File: src/rtl/alu_pkg.sv
// Shared types for the sequential ALU: opcode encoding, FSM state and
// the classifier that separates single-cycle ops from RUN-phase ops.
package alu_pkg;

  typedef enum logic [3:0] {
    ADD = 4'd0,
    SUB = 4'd1,
    XOR = 4'd2,
    GST = 4'd3,
    SH1 = 4'd4,
    ACC = 4'd5,
    ENQ = 4'd6,
    EQI = 4'd7,
    FBT = 4'd8,
    BRC = 4'd9,
    BRR = 4'd10,
    SHN = 4'd11,
    MUL = 4'd12,
    POP = 4'd13
  } alu_op_t;

  typedef enum logic {
    IDLE = 1'b0,
    RUN  = 1'b1
  } state_t;

  // True for ops that need the iterative engine (more than one edge).
  function automatic logic is_iter(input alu_op_t op);
    case (op)
      SHN, MUL, POP: return 1'b1;
      default:       return 1'b0;
    endcase
  endfunction

endpackage

File: src/rtl/alu_seq_if.sv
// Operand/result bundle between the controller (master) and the ALU (slave).
interface alu_seq_if #(
  parameter int W    = 8,
  parameter int IMMW = 5,
  parameter int OFFW = W + 1
);
  logic            START;
  logic [3:0]      OP;
  logic            T;
  logic [W-1:0]    INPUTA;
  logic [W-1:0]    INPUTB;
  logic [IMMW-1:0] IMM;
  logic [W-1:0]    OUT;
  logic [W-1:0]    OUT_HI;
  logic            ZERO;
  logic            CARRY;
  logic            BUSY;
  logic            DONE;
  logic [OFFW-1:0] bOFFSET;
  logic            bSIGN;

  modport master (
    output START, OP, T, INPUTA, INPUTB, IMM,
    input  OUT, OUT_HI, ZERO, CARRY, BUSY, DONE, bOFFSET, bSIGN
  );

  modport slave (
    input  START, OP, T, INPUTA, INPUTB, IMM,
    output OUT, OUT_HI, ZERO, CARRY, BUSY, DONE, bOFFSET, bSIGN
  );
endinterface

File: src/rtl/alu_iter.sv
// RUN-phase engine: one bit of shift, one shift-add multiply step or one
// popcount step per edge. Results are presented combinationally on the
// final step so the top can register them at that same edge.
module alu_iter
  import alu_pkg::*;
#(
  parameter int W  = 8,
  parameter int CW = $clog2(W + 1)
) (
  input  logic          clk,
  input  logic          reset,
  input  logic          start,
  input  logic          run,
  input  alu_op_t       op,
  input  logic          dir,
  input  logic [W-1:0]  a,
  input  logic [W-1:0]  b,
  input  logic [CW-1:0] count,
  output logic          done,
  output logic [W-1:0]  res_lo,
  output logic [W-1:0]  res_hi,
  output logic          res_carry
);

  alu_op_t       op_r;
  logic          dir_r;
  logic          shift_en_r;
  logic [CW-1:0] steps_r;
  logic [W-1:0]  a_r;
  logic [W-1:0]  lo_r;
  logic [W-1:0]  hi_r;
  logic          carry_r;

  logic [W-1:0]  lo_s;
  logic [W-1:0]  hi_s;
  logic          carry_s;
  logic [W:0]    sum_s;

  // One iteration of the latched op, computed from the working registers.
  always_comb begin
    lo_s    = lo_r;
    hi_s    = hi_r;
    carry_s = carry_r;
    sum_s   = {(W+1){1'b0}};
    case (op_r)
      SHN: begin
        if (shift_en_r) begin
          if (dir_r) begin
            carry_s = lo_r[0];
            lo_s    = {1'b0, lo_r[W-1:1]};
          end else begin
            carry_s = lo_r[W-1];
            lo_s    = {lo_r[W-2:0], 1'b0};
          end
        end else begin
          carry_s = 1'b0;
          lo_s    = lo_r;
        end
      end
      MUL: begin
        // hi accumulates partial sums; lo holds the multiplier and fills
        // with product bits as it shifts right.
        sum_s   = {1'b0, hi_r} + (lo_r[0] ? {1'b0, a_r} : {(W+1){1'b0}});
        hi_s    = sum_s[W:1];
        lo_s    = {sum_s[0], lo_r[W-1:1]};
        carry_s = 1'b0;
      end
      POP: begin
        hi_s = hi_r + {{(W-1){1'b0}}, lo_r[0]};
        lo_s = {1'b0, lo_r[W-1:1]};
      end
      default: begin
        lo_s = lo_r;
      end
    endcase
  end

  // Final-step flag and op-specific view of the post-step values.
  always_comb begin
    done      = run && (steps_r == {{(CW-1){1'b0}}, 1'b1});
    res_lo    = lo_s;
    res_hi    = {W{1'b0}};
    res_carry = 1'b0;
    case (op_r)
      SHN: begin
        res_carry = carry_s;
      end
      MUL: begin
        res_hi    = hi_s;
        res_carry = (hi_s != {W{1'b0}});
      end
      POP: begin
        res_lo = hi_s;
      end
      default: begin
        res_lo = lo_s;
      end
    endcase
  end

  // Latch operands on start, then advance one step per edge while running.
  always_ff @(posedge clk) begin
    if (reset) begin
      op_r       <= ADD;
      dir_r      <= 1'b0;
      shift_en_r <= 1'b0;
      steps_r    <= {CW{1'b0}};
      a_r        <= {W{1'b0}};
      lo_r       <= {W{1'b0}};
      hi_r       <= {W{1'b0}};
      carry_r    <= 1'b0;
    end else if (start) begin
      op_r       <= op;
      dir_r      <= dir;
      shift_en_r <= (count != {CW{1'b0}});
      a_r        <= a;
      lo_r       <= (op == MUL) ? b : a;
      hi_r       <= {W{1'b0}};
      carry_r    <= 1'b0;
      if (op == SHN) begin
        steps_r <= (count == {CW{1'b0}}) ? {{(CW-1){1'b0}}, 1'b1} : count;
      end else begin
        steps_r <= CW'(W);
      end
    end else if (run) begin
      lo_r    <= lo_s;
      hi_r    <= hi_s;
      carry_r <= carry_s;
      steps_r <= steps_r - {{(CW-1){1'b0}}, 1'b1};
    end
  end

endmodule

File: src/rtl/alu_seq.sv
// Registered ALU with START/BUSY/DONE handshake. Single-cycle ops complete
// at the sampling edge; SHN/MUL/POP run in alu_iter while BUSY is high.
module alu_seq
  import alu_pkg::*;
#(
  parameter int W    = 8,
  parameter int IMMW = 5,
  parameter int OFFW = W + 1
) (
  input  logic     CLK,
  input  logic     reset,
  alu_seq_if.slave bus
);

  localparam int CW = $clog2(W + 1);
  localparam int SW = $clog2(W);
  localparam logic [W-1:0] ONE_W = {{(W-1){1'b0}}, 1'b1};
  localparam logic [W-1:0] W_VAL = W'(W);

  state_t state_r, next_state_s;
  alu_op_t op_s;
  logic single_s, iter_start_s, iter_done_s;
  logic [CW-1:0] count_s;

  logic [W-1:0]    out_r, hi_r;
  logic            zero_r, carry_r, done_r, sign_r;
  logic [OFFW-1:0] off_r;

  logic [W:0]      add_s, sub_s;
  logic [W-1:0]    s_out, s_hi;
  logic            s_zero, s_carry, s_sign;
  logic [OFFW-1:0] s_off;

  logic [W-1:0]    it_lo, it_hi;
  logic            it_carry;

  assign op_s = alu_op_t'(bus.OP);
  // Saturate the shift count after a full-width compare so large B gives W.
  assign count_s = (bus.INPUTB >= W_VAL) ? CW'(W) : CW'(bus.INPUTB);

  alu_iter #(.W(W), .CW(CW)) u_iter (
    .clk       (CLK),
    .reset     (reset),
    .start     (iter_start_s),
    .run       (state_r == RUN),
    .op        (op_s),
    .dir       (bus.T),
    .a         (bus.INPUTA),
    .b         (bus.INPUTB),
    .count     (count_s),
    .done      (iter_done_s),
    .res_lo    (it_lo),
    .res_hi    (it_hi),
    .res_carry (it_carry)
  );

  // State register.
  always_ff @(posedge CLK) begin
    if (reset) begin
      state_r <= IDLE;
    end else begin
      state_r <= next_state_s;
    end
  end

  // Next-state and dispatch: START is only honoured in IDLE.
  always_comb begin
    next_state_s = state_r;
    single_s     = 1'b0;
    iter_start_s = 1'b0;
    case (state_r)
      IDLE: begin
        if (bus.START) begin
          if (is_iter(op_s)) begin
            iter_start_s = 1'b1;
            next_state_s = RUN;
          end else begin
            single_s = 1'b1;
          end
        end else begin
          next_state_s = IDLE;
        end
      end
      RUN: begin
        if (iter_done_s) begin
          next_state_s = IDLE;
        end else begin
          next_state_s = RUN;
        end
      end
      default: begin
        next_state_s = IDLE;
      end
    endcase
  end

  // Single-cycle results; outputs an op does not define keep their value.
  always_comb begin
    add_s   = {1'b0, bus.INPUTA} + {1'b0, bus.INPUTB} + {{W{1'b0}}, bus.T};
    sub_s   = {1'b0, bus.INPUTB} - {1'b0, bus.INPUTA} - {{W{1'b0}}, bus.T};
    s_out   = out_r;
    s_hi    = {W{1'b0}};
    s_carry = 1'b0;
    s_off   = off_r;
    s_sign  = sign_r;
    case (op_s)
      ADD: begin
        s_out   = add_s[W-1:0];
        s_carry = add_s[W];
      end
      SUB: begin
        s_out   = sub_s[W-1:0];
        s_carry = sub_s[W];
      end
      XOR: s_out = bus.INPUTA ^ bus.INPUTB;
      GST: s_out = bus.T ? bus.INPUTB : bus.INPUTA;
      SH1: begin
        if (bus.T) begin
          s_out   = {1'b0, bus.INPUTA[W-1:1]};
          s_carry = bus.INPUTA[0];
        end else begin
          s_out   = {bus.INPUTA[W-2:0], 1'b0};
          s_carry = bus.INPUTA[W-1];
        end
      end
      ACC: s_out = W'(bus.IMM);
      ENQ: s_out = ((bus.INPUTA == bus.INPUTB) == bus.T) ? ONE_W : {W{1'b0}};
      EQI: s_out = ((bus.INPUTB == W'(bus.IMM)) == bus.T) ? ONE_W : {W{1'b0}};
      FBT: s_out = bus.INPUTB ^ (ONE_W << bus.IMM[SW-1:0]);
      BRC: begin
        if (bus.INPUTB == {W{1'b0}}) begin
          s_off  = OFFW'(bus.IMM[IMMW-2:0]);
          s_sign = bus.IMM[IMMW-1];
        end else begin
          s_off  = {{(OFFW-1){1'b0}}, 1'b1};
          s_sign = 1'b0;
        end
      end
      BRR: begin
        if (bus.INPUTB == {W{1'b0}}) begin
          s_off  = OFFW'(bus.INPUTA);
          s_sign = bus.T;
        end else begin
          s_off  = {{(OFFW-1){1'b0}}, 1'b1};
          s_sign = 1'b0;
        end
      end
      default: s_out = {W{1'b0}};
    endcase
    // Branches leave ZERO alone; everything else flags the new OUT.
    if (op_s == BRC || op_s == BRR) begin
      s_zero = zero_r;
    end else begin
      s_zero = (s_out == {W{1'b0}});
    end
  end

  // Result registers and the one-cycle DONE pulse.
  always_ff @(posedge CLK) begin
    if (reset) begin
      out_r   <= {W{1'b0}};
      hi_r    <= {W{1'b0}};
      zero_r  <= 1'b0;
      carry_r <= 1'b0;
      off_r   <= {OFFW{1'b0}};
      sign_r  <= 1'b0;
      done_r  <= 1'b0;
    end else if (single_s) begin
      out_r   <= s_out;
      hi_r    <= s_hi;
      zero_r  <= s_zero;
      carry_r <= s_carry;
      off_r   <= s_off;
      sign_r  <= s_sign;
      done_r  <= 1'b1;
    end else if (iter_done_s) begin
      out_r   <= it_lo;
      hi_r    <= it_hi;
      zero_r  <= (it_lo == {W{1'b0}}) && (it_hi == {W{1'b0}});
      carry_r <= it_carry;
      done_r  <= 1'b1;
    end else begin
      done_r  <= 1'b0;
    end
  end

  assign bus.OUT     = out_r;
  assign bus.OUT_HI  = hi_r;
  assign bus.ZERO    = zero_r;
  assign bus.CARRY   = carry_r;
  assign bus.BUSY    = (state_r == RUN);
  assign bus.DONE    = done_r;
  assign bus.bOFFSET = off_r;
  assign bus.bSIGN   = sign_r;

endmodule

File: src/flat_wrapper.sv
// flat-port wrapper written by rule: the top's interface ports become plain ports
module alu_seq_flat import alu_pkg::*;
#(
  parameter int W    = 8,
  parameter int IMMW = 5,
  parameter int OFFW = W + 1
)
  (CLK, reset, bus_START, bus_OP, bus_T, bus_INPUTA, bus_INPUTB, bus_IMM, bus_OUT, bus_OUT_HI, bus_ZERO, bus_CARRY, bus_BUSY, bus_DONE, bus_bOFFSET, bus_bSIGN);
  alu_seq_if #(.W(W), .IMMW(IMMW), .OFFW(OFFW)) bus_i ();
  input  logic CLK;
  input  logic reset;
  input wire logic [$bits(bus_i.START)-1:0] bus_START;
  input wire logic [$bits(bus_i.OP)-1:0] bus_OP;
  input wire logic [$bits(bus_i.T)-1:0] bus_T;
  input wire logic [$bits(bus_i.INPUTA)-1:0] bus_INPUTA;
  input wire logic [$bits(bus_i.INPUTB)-1:0] bus_INPUTB;
  input wire logic [$bits(bus_i.IMM)-1:0] bus_IMM;
  output wire logic [$bits(bus_i.OUT)-1:0] bus_OUT;
  output wire logic [$bits(bus_i.OUT_HI)-1:0] bus_OUT_HI;
  output wire logic [$bits(bus_i.ZERO)-1:0] bus_ZERO;
  output wire logic [$bits(bus_i.CARRY)-1:0] bus_CARRY;
  output wire logic [$bits(bus_i.BUSY)-1:0] bus_BUSY;
  output wire logic [$bits(bus_i.DONE)-1:0] bus_DONE;
  output wire logic [$bits(bus_i.bOFFSET)-1:0] bus_bOFFSET;
  output wire logic [$bits(bus_i.bSIGN)-1:0] bus_bSIGN;
  assign bus_i.START = bus_START;
  assign bus_i.OP = bus_OP;
  assign bus_i.T = bus_T;
  assign bus_i.INPUTA = bus_INPUTA;
  assign bus_i.INPUTB = bus_INPUTB;
  assign bus_i.IMM = bus_IMM;
  assign bus_OUT = bus_i.OUT;
  assign bus_OUT_HI = bus_i.OUT_HI;
  assign bus_ZERO = bus_i.ZERO;
  assign bus_CARRY = bus_i.CARRY;
  assign bus_BUSY = bus_i.BUSY;
  assign bus_DONE = bus_i.DONE;
  assign bus_bOFFSET = bus_i.bOFFSET;
  assign bus_bSIGN = bus_i.bSIGN;
  alu_seq #(.W(W), .IMMW(IMMW), .OFFW(OFFW)) u_core (.CLK(CLK), .reset(reset), .bus(bus_i));
endmodule
File: config.mk
export PLATFORM = sky130hd
export DESIGN_NAME = alu_seq_flat
export DESIGN_NICKNAME = d
export VERILOG_FILES = /design/src/rtl/alu_pkg.sv /design/src/rtl/alu_seq_if.sv /design/src/rtl/alu_iter.sv /design/src/rtl/alu_seq.sv /design/src/flat_wrapper.sv
export SDC_FILE = /design/constraint.sdc
export NUM_CORES = 1
export LEC_CHECK = 0
export ABC_AREA = 1
export BUFFER_PORTS_ARGS = -buffer_cell sky130_fd_sc_hd__buf_2
export CORE_ASPECT_RATIO = 1.75
export CORE_MARGIN = 10
export CORE_UTILIZATION = 26
export DETAILED_ROUTE_END_ITERATION = 16
export RECOVER_POWER = 50
export SLEW_MARGIN = 10
export SYNTH_ARGS = -nofsm -noshare
export SYNTH_HDL_FRONTEND = slang
export SYNTH_SLANG_ARGS = --single-unit
File: constraint.sdc
create_clock -name CLK -period 5.09 [get_ports CLK]
set_input_delay 0.509 -clock CLK [delete_from_list [all_inputs] [get_ports CLK]]
set_output_delay 0.509 -clock CLK [all_outputs]
set_load 0.005 [all_outputs]
==> results.txt <==
- Run status: complete, no violations
- Of the post-synthesis cell area, the part taken by muxes is 0%.
- Dominant register cell in the synthesized netlist: sky130_fd_sc_hd__dfxtp_1
- Number of filler instances in the final layout: about 2400
- After synthesis, the largest family of logic cells by area is simple AND/OR/NAND/NOR gates.
- Clk slew on worst S/H paths: around 0.06 ns
- Worst-skew pair later-pin latency: 0.34 ns
- Height of the die: 214.0 um
* Startpoint class of the critical path: primary input
* Ratio of final minimum period to clock period: 56.39%
- Once the clock tree was built, the resizer swapped 0 gates to a different size.
- Worst slew margin relative to its limit: 32.56%
- Total half-perimeter wirelength after legalization and detailed placement: 18000 um
- Of all nets on the critical path, the largest fanout is 17.
* Detailed-route wire length per cell: 18.08 um
- Static timing analysis puts the maximum clock frequency at 348.4 MHz.
* First-pass GRT wire length: 35020 um
* Total clock sinks: 63
- The floorplan has 70 rows.
- Excluding fillers, the count of instances in the completed layout stands at 1234.
* Final Instance Area: about 0.0063 mm2
- Grouping stages by cell kind, the critical path spends the most delay in simple AND/OR/NAND/NOR gates.
* Data required, critical path: 5.35 ns
- Wirelength, routed: 22310 um
- Most frequent cells in the layout: 238 x sky130_fd_sc_hd__nand2_1, 130 x sky130_fd_sc_hd__inv_1, 87 x sky130_fd_sc_hd__nand3_1, 87 x sky130_fd_sc_hd__nor2_1, 84 x sky130_fd_sc_hd__o21ai_0
- The routed layout has 6539 vias.
- Final hold slack: 0.4692 ns
- The clock passes through at most 2 buffers.
- Worst Max-Slew Pin Slew: 1.004 ns
- Summing the areas of all compound-gate instances in the mapped netlist gives 21.28% of the synthesized area.
- Type of the worst setup path: primary input to register
- Number of levels in the clock H-tree: 3
* Layout cells sized above 1: around 6.2%
* Die area: 0.02800 mm2
- Vias per cell: between 5 and 6
- VDD sags by at most about 0.15 mV.
- The clock arrives with around 0.0086 ns of skew.
* Post-Synthesis Mean Instance Area: 5.979 um2
- For this run, the post-layout net count is 1044.
- Via count of the first global-routing pass: 6404
- GRT Overall Usage: 15.94%
- Counting flops with a built-in enable in the synthesized netlist gives 0.
* Starting Density: 26.60%
- Seq/Total Area, Yosys: 22.56%
* CP max stage cell: sky130_fd_sc_hd__nor2_1
- When the netlist entered floorplanning its net count stood at 1002.
* Initial DRC Count: 447
- The number of buffers and inverters on the critical path is 3.
* Synthesized-area fraction occupied by adder cells: 9.176%
* Area of the mapped netlist: 0.005590 mm2
* Most common cell after layout, fill and taps aside: sky130_fd_sc_hd__nand2_1
* Antenna-violating nets left: 0
- Diode insertion count for antenna repair: 0
- Leakage: 2.925 nW
* Final max-slew violation count: 0
- Buffers on Ports: 57
- Total core area: 0.02102 mm2
- STA classifies the critical path endpoint as a register.
- Ordered list of cells on the worst path: clkbuf_1 > inv_1 > nand2_1 > o22ai_1 > nand2_1 > nor2_1 > clkbuf_1 > o211ai_1 > a31oi_1
- The worst path needs 2.870 ns of the cycle, external delays included.
* Number of antenna violations at the first check in global routing: 0
- Dividing total power by cell area gives a power density of around 230 mW/mm2.
- Post-synth ARST share: 0%
- Min-Delay Path Class: register to register
* CTS Hold Buffers Added: 0
- Setup violations remaining at the end of the flow were counted as 0.
* Number of violations of the max-capacitance limit: 0
- In the final timing run, aggregate negative setup slack is 0 ns.
- Number of ports placed on the die boundary: 59
- The Yosys step of the flow raised 0 warnings.
- After synthesis, the netlist uses 45 different library cells.
* Die W: approximately 130 um
* Root Driver: sky130_fd_sc_hd__clkbuf_16
* DRC violation count after routing: 0
- Simple-gate share of the synthesized area: roughly a third
* Pin count of the biggest net entering global routing: 28
- Synthesized instance count: between 900 and 1000
- Data arrives at the worst endpoint at 3.13 ns.
- The pre-antenna-repair detailed-routing pass consisted of 5 iterations.
* Total global routing overflow: 0
* Slowest stage delay, CP: roughly 0.76 ns
- Post-synthesis share of cell area spent on xor and xnor gates: 0.9400%
- Number of buffers created by CTS: 9
- Post-synthesis register bit count: between 60 and 70
- Total placed instance area: ~0.0061 mm2
- RSZ-0062 raised after global routing: no
* Number of endpoints with negative hold slack in the final report: 0
* Post-placement cell count: about 1200
- TritonCTS clock tree: yes
- Post CTS Setup Buffer Count: 0
* Total power: 1.466 mW
* Last weighted congestion value of the routability-driven placer: 0.9528
- Relative to the synthesized area, the layout overhead comes to 12.89%.
[metrics by stage]
stage          setup slack [ns]  utilization, %
2_1_floorplan             2.499               -
3_3_place_gp              2.057           28.92
3_5_place_dp              2.023           28.92
4_1_cts                   2.379           30.24
5_1_grt                   1.921           30.02
6_report                  2.220           30.02
[cells in the mapped netlist (2+ instances only)]
master | instances | share of area [%]
sky130_fd_sc_hd__a211oi_1 | 2 | 0.27
sky130_fd_sc_hd__a21oi_1 | 70 | 6.3
sky130_fd_sc_hd__a31oi_1 | 9 | 1.0
sky130_fd_sc_hd__buf_2 | 5 | 0.45
sky130_fd_sc_hd__buf_4 | 2 | 0.27
sky130_fd_sc_hd__clkbuf_1 | 19 | 1.3
sky130_fd_sc_hd__dfxtp_1 | 63 | 23
sky130_fd_sc_hd__fa_1 | 5 | 1.8
sky130_fd_sc_hd__ha_1 | 33 | 7.4
sky130_fd_sc_hd__inv_1 | 129 | 8.7
sky130_fd_sc_hd__inv_2 | 2 | 0.13
sky130_fd_sc_hd__nand2_1 | 237 | 16
sky130_fd_sc_hd__nand2_2 | 5 | 0.56
sky130_fd_sc_hd__nand3_1 | 87 | 7.8
sky130_fd_sc_hd__nand3b_1 | 3 | 0.40
sky130_fd_sc_hd__nand4_1 | 13 | 1.5
sky130_fd_sc_hd__nor2_1 | 87 | 5.8
sky130_fd_sc_hd__nor2_2 | 5 | 0.56
sky130_fd_sc_hd__nor3_1 | 10 | 0.90
sky130_fd_sc_hd__o211ai_1 | 21 | 2.8
sky130_fd_sc_hd__o21ai_0 | 84 | 7.5
sky130_fd_sc_hd__o21ai_1 | 3 | 0.27
sky130_fd_sc_hd__o21bai_1 | 3 | 0.40
sky130_fd_sc_hd__o221ai_1 | 2 | 0.31
sky130_fd_sc_hd__o22ai_1 | 6 | 0.67
sky130_fd_sc_hd__o31ai_1 | 3 | 0.40
sky130_fd_sc_hd__or2_2 | 4 | 0.45
sky130_fd_sc_hd__xor2_1 | 6 | 0.94
[worst reg2reg max path, stage by stage, from the launching register on]
cell and delay, ns:
sky130_fd_sc_hd__dfxtp_1 0.46, sky130_fd_sc_hd__nand2_1 0.14, sky130_fd_sc_hd__inv_1 0.05, sky130_fd_sc_hd__ha_1 0.22, sky130_fd_sc_hd__fa_1 0.47, sky130_fd_sc_hd__nand4_1 0.12
sky130_fd_sc_hd__nand3_1 0.10, sky130_fd_sc_hd__o21ai_0 0.43, sky130_fd_sc_hd__nand4_1 0.14, sky130_fd_sc_hd__nor2_1 0.22, sky130_fd_sc_hd__nand3_1 0.13, sky130_fd_sc_hd__nand3_1 0.11
sky130_fd_sc_hd__nand2_1 0.05, sky130_fd_sc_hd__inv_1 0.04
[cell families after synthesis]
kind of cell,Yosys count
simple gates,457
xor+xnor,6
buf+inv,158
flops,63
compound gates,212
other cells,1
fa+ha+maj,38
[per-layer routing]
layer / vias up / GRT usage (%) / share of wire (%)
met5: - / 0 / 0
met4: 0 / 11.39 / 6.9
met3: 69 / 1.929 / 4.9
met2: 253 / 28.06 / 51
met1: 3025 / 16.73 / 37
li1: 3192 / - / -
[sequential cells by signal, indices dropped and copies added (netlist names), 4 cells and up]
name	count
u_core.bus.OUT	8
u_core.bus.OUT_HI	8
u_core.bus.bOFFSET	8
u_core.u_iter.a_r	8
u_core.u_iter.hi_r	8
u_core.u_iter.lo_r	8
u_core.u_iter.op_r	4
u_core.u_iter.steps_r	4
[path summary, 6_finish.rpt]
path | start | endpoint | slack (ns) | cells past startpoint
worst max-delay path | bus_OP[2] | u_core.u_iter.lo_r[5] | 2.22 | 9
worst min-delay path | u_core.bus.bOFFSET[5] | u_core.bus.bOFFSET[5] | 0.47 | 2
worst max register to register | u_core.u_iter.lo_r[0] | u_core.bus.ZERO | 2.36 | 13
worst min register to register | u_core.bus.bOFFSET[5] | u_core.bus.bOFFSET[5] | 0.47 | 2
[cell type report]
cell class / count / area (um2) / area share (%)
clock inverter: 7 / 53.80 / 0.8525
timing repair buffer: 58 / 251.5 / 3.985
multi-input combinational: 714 / 3712 / 58.82
sequential: 63 / 1261 / 19.98
inverter: 131 / 491.7 / 7.791
clock buffer: 9 / 225.2 / 3.569
tap: 252 / 315.3 / 4.996
[power by group]
part / leakage [nW] / switching, mW / internal [mW]
logic: 2.27 / 0.232 / 0.108
clock network: 0.141 / 0.254 / 0.335
registers: 0.512 / 0.0236 / 0.514
Note: power is estimated with default switching activity, not from simulation.
